===== config.mk =====
export PLATFORM = sky130hd
export DESIGN_NAME = led_afterglow
export DESIGN_NICKNAME = d
export VERILOG_FILES = /design/src/rtl/led_afterglow.sv
export SDC_FILE = /design/constraint.sdc
export NUM_CORES = 1
export LEC_CHECK = 0
export CORE_ASPECT_RATIO = 0.8
export CORE_MARGIN = 5
export CORE_UTILIZATION = 57
export CTS_BUF_LIST = sky130_fd_sc_hd__clkbuf_4 sky130_fd_sc_hd__clkbuf_8
export DETAILED_ROUTE_END_ITERATION = 12
export GPL_ROUTABILITY_DRIVEN = 0
export PLACE_DENSITY_LB_ADDON = 0.25
export SKIP_LAST_GASP = 1
export SLEW_MARGIN = 20
export SYNTH_ARGS = -nofsm -noshare
export SYNTH_HDL_FRONTEND = slang
export SYNTH_SLANG_ARGS = --single-unit

===== constraint.sdc =====
create_clock -name clk -period 1.5 [get_ports clk]
set_input_delay 0.375 -clock clk [delete_from_list [all_inputs] [get_ports clk]]
set_output_delay 0.375 -clock clk [all_outputs]
set_load 0.005 [all_outputs]

===== src/rtl/led_afterglow.sv =====
// LED afterglow stage: each dark channel fades out linearly (square-law with LED_AFTERGLOW_GAMMA_EN) under a shared PWM.
// Latency: pattern_in to blade is 2 clk edges. There is no backpressure; the pattern is sampled every cycle.
module led_afterglow #(
  parameter int CHANNELS   = 6,
  parameter int PWM_BITS   = 8,
  parameter int DECAY_DIV  = 16,
  parameter int DECAY_STEP = 16
) (
  input  logic                clk,
  input  logic                reset_n,
  input  logic                enable,
  input  logic [CHANNELS-1:0] pattern_in,
  output logic [CHANNELS-1:0] blade,
  output logic                glowing
);

  localparam logic [PWM_BITS-1:0] MAX     = {PWM_BITS{1'b1}};
  localparam logic [PWM_BITS-1:0] STEP    = PWM_BITS'(DECAY_STEP);
  localparam int                  PS_W    = $clog2(DECAY_DIV);
  localparam logic [PS_W-1:0]     PS_LAST = PS_W'(DECAY_DIV - 1);

  logic [CHANNELS-1:0] pattern_q;
  logic [PWM_BITS-1:0] level   [CHANNELS];
  logic [PWM_BITS-1:0] lvl_dec [CHANNELS];
  logic [PWM_BITS-1:0] bright  [CHANNELS];
  logic [PWM_BITS-1:0] pwm_cnt;
  logic [PS_W-1:0]     prescaler;
  logic                decay_tick;
  logic                any_level;
`ifdef LED_AFTERGLOW_GAMMA_EN
  logic [2*PWM_BITS-1:0] sq [CHANNELS];
`endif

  assign decay_tick = (prescaler == PS_LAST);

  always_comb begin
    any_level = 1'b0;
    for (int i = 0; i < CHANNELS; i++) begin
      // Saturating decrement: levels at or below one step land exactly on zero.
      lvl_dec[i] = (level[i] > STEP) ? (level[i] - STEP) : '0;
`ifdef LED_AFTERGLOW_GAMMA_EN
      sq[i]     = {PWM_BITS'(0), level[i]} * {PWM_BITS'(0), level[i]};
      bright[i] = sq[i][2*PWM_BITS-1:PWM_BITS];
`else
      bright[i] = level[i];
`endif
      any_level = any_level | (level[i] != '0);
    end
  end

  always_ff @(posedge clk) begin
    if (!reset_n || !enable) begin
      pattern_q <= '1;
      pwm_cnt   <= '0;
      prescaler <= '0;
      blade     <= '1;
      glowing   <= 1'b0;
      for (int i = 0; i < CHANNELS; i++) level[i] <= '0;
    end else begin
      pattern_q <= pattern_in;
      pwm_cnt   <= pwm_cnt + PWM_BITS'(1);
      prescaler <= decay_tick ? '0 : (prescaler + PS_W'(1));
      glowing   <= (~&pattern_q) | any_level;
      for (int i = 0; i < CHANNELS; i++) begin
        // A lit channel reloads to full even on a decay tick.
        if (!pattern_q[i])   level[i] <= MAX;
        else if (decay_tick) level[i] <= lvl_dec[i];
        blade[i] <= pattern_q[i] ? ~(bright[i] > pwm_cnt) : 1'b0;
      end
    end
  end

endmodule

==> impl_metrics.yaml <==
global_routing:
  gr-total-overflow: 0
  grt_max_degree: 21
  grt_pass1_wl_microns: 16700
  track_usage_pct: 25.0
  grt_pass1_vias: 3361
  antenna_found_initial: 0
timing:
  finalSetupTns_ns: -1.04
  tightest_slew_ns: 0.434
  layout_setup_ws_ns: -0.165
  rsz0062_at_grt: "yes"
  finalSetupViolations: 19
  holdWs_ns: 0.538
  final.period_utilization_pct: 111
  layout_min_cycle_time_ns: 1.66
  final_hold_viol_count: 0
  skew_ns: 0.00785
  slew_violations: 0
  fmax_ghz: 0.601
  relSlewSlack_pct: 70.8
cells_and_area:
  post-route-util_pct: 82.0
  nNetsFinal: 565
  diodes: 0
  drive_gt1_share_pct: 39.2
  multi_input_area_sq_um: 2640
  syn2layout_area_growth_pct: 39.1
  fill_cells: 386
  regArea_sq_um: 1410
clocking:
  cts_buffer_depth: 2
  cts_sinks: 55
  cts_made_buffers: 5
  htree_levels: 2
  postCtsHoldBufs: 0
  root_buffer: "clkbuf_8"
  tritoncts: "built"
  clk_latency_ns: 0.33
  clk_pin_slew_ns: 0.12
setup_path:
  crit_arrival_ns: 1.90
  end_kind: "flip-flop"
  slowest_delay_ns: 0.49
  timing.rr.start: "level[0][5]"
  crit_path_start_kind: "flip-flop"
  cp_cell_sequence: "buf_6 > ha_4 > a211oi_4 > o2111ai_1 > o211ai_1"
  crit_slowest_cell: "edfxtp_1"
  critPathKind: "flip-flop to flip-flop"
  startpoint: "level[0][5]"
  cp.required_ns: 1.73
  path_max_fanout: 4
yosys:
  synth_top_area_cell: "edfxtp_1"
  ys_seq_area_share_pct: 36.9
  netlist_top_cells_count: "ha_1 (62), inv_1 (42), edfxtp_1 (30)"
  async_reset_ff_share_pct: 0
  yosys-top-cells-area: "edfxtp_1 (24%), ha_1 (20%), dfxtp_1 (13%)"
  synth_area_sq_um: 3790
  synth_flop_cell: "edfxtp_1"
  synth-seq-cells: 55
  synthDistinctLibCells: 33
  synth_top_area_share_pct: 23.7
  synth_edf_count: 30
  syn_inst: 400
  synth.net_count: 471
  ys_warn_count: 0
  synth.avg_cell_area_sq_um: 9.49
  yosysMostFrequentCell: "ha_1"
job:
  drv_cap: 0
placed_design:
  portBuffers: 15
  dp_hpwl_microns: 7490
power_and_ir_drop:
  power.density_nw_per_um2: 701
  ir_drop_mv: 0.482
  p_leak_nw: 2.05
  total_power_mw: 3.70
detailed_routing:
  wl_per_cell_microns: 19.8
  antenna_left: 0
  vias: 3559
  via_per_inst: 6.15
  firstDrtPassIters: 9
  drt_iter0_markers: 266
  drc: 1
  wl_microns: 11500
floorplanning:
  die_h_microns: 83.0
  coreArea_sq_um: 6440
  dieArea_sq_um: 8400
  start_util_pct: 58.9
  die_w_microns: 101
  rows: 26
  pin_count: 16
outcome:
  violations: "design-rule violations, negative setup slack"
  status: "finished with violations"
min_path:
  min_path_type: "flip-flop to flip-flop"
  hp-start: "prescaler[0]"
## final timing paths
path / cells after the start / to / slack [ns]
hold reg to reg: 2 / prescaler[0] / 0.54
hold / removal: 2 / prescaler[0] / 0.54
setup reg to reg: 5 / blade[0] / -0.16
setup / recovery: 5 / blade[0] / -0.16
## power breakdown
part	leakage, nW	internal [mW]	total (mW)	switching, mW
Sequential	0.545	1.66	1.73	0.0668
Combinational	1.45	0.514	1.02	0.509
Clock	0.0515	0.354	0.952	0.598
Total	2.05	2.53	3.70	1.17
## state kept, by name (all words and copies together) (netlist names)
signal / cells
blade: 6
glowing: 1
prescaler: 4
pwm_cnt: 8
level: 30
pattern_q: 6
## timing repair
item / 4_1_cts / 5_1_grt
gates cloned: 0 / 0
setup buffers: 7 / 18
gates resized for setup: 56 / 94
endpoints found under the hold margin: 0 / 0
setup endpoints to repair: 54 / 61
pin swaps: 23 / 48
## area by class of cell
class                      count  area share, %
multi-input combinational    288           50.0
timing repair buffer         102           16.2
sequential                    55           26.7
clock inverter                 3          0.640
clock buffer                   5           1.30
tap                           84           1.99
inverter                      42           3.22
## kinds of logic (layout without fill, tap and decap cells)
family / count (synthesis) / after routing / synth area share, %
xor gates and xnor gates: 12 / 12 / 2.77
AOI/OAI and AO/OA: 96 / 96 / 16.7
adders and majority gates: 62 / 62 / 20.4
and+or+nand+nor: 118 / 118 / 17.3
DFF: 55 / 55 / 36.9
buffers and inverters: 57 / 152 / 5.90
## placed cells by master, fill, tap and decap left out, types with 12 or more instances in the layout
cell,Yosys,routed
buf_4,2,74
ha_1,62,39
edfxtp_1,30,30
inv_1,42,25
nor2_1,27,25
dfxtp_1,25,20
nand4_1,17,17
a21oi_1,23,16
ha_4,0,16
inv_2,0,13
o21ai_1,3,13
o21a_1,12,12
buf_6,0,12
## worst max-delay path: cells and delay by family, from the launching register on
family | cells | cell delay, ns
compound gates | 3 | 0.68
flops | 1 | 0.49
fa+ha+maj | 1 | 0.24
buf+inv | 1 | 0.16
## metal layers
layer / track usage (%) / vias up / wire, microns
met5: 0 / - / 0
met4: 6.64 / 0 / 286
met3: 4.27 / 31 / 718
met2: 41.4 / 151 / 5590
met1: 33.5 / 1713 / 4900
li1: - / 1664 / -
## stage by stage
stage | area, sq um | setup WS, ns | std cells
floorplan | 3790 | 0.0399 | 400
global placement | 4480 | -0.151 | 548
detailed placement | 4480 | -0.187 | 548
CTS | 4750 | -0.0904 | 562
global route | 5280 | -0.234 | 579
finish | 5280 | -0.165 | 579
Power figures use the tool's default switching activity.
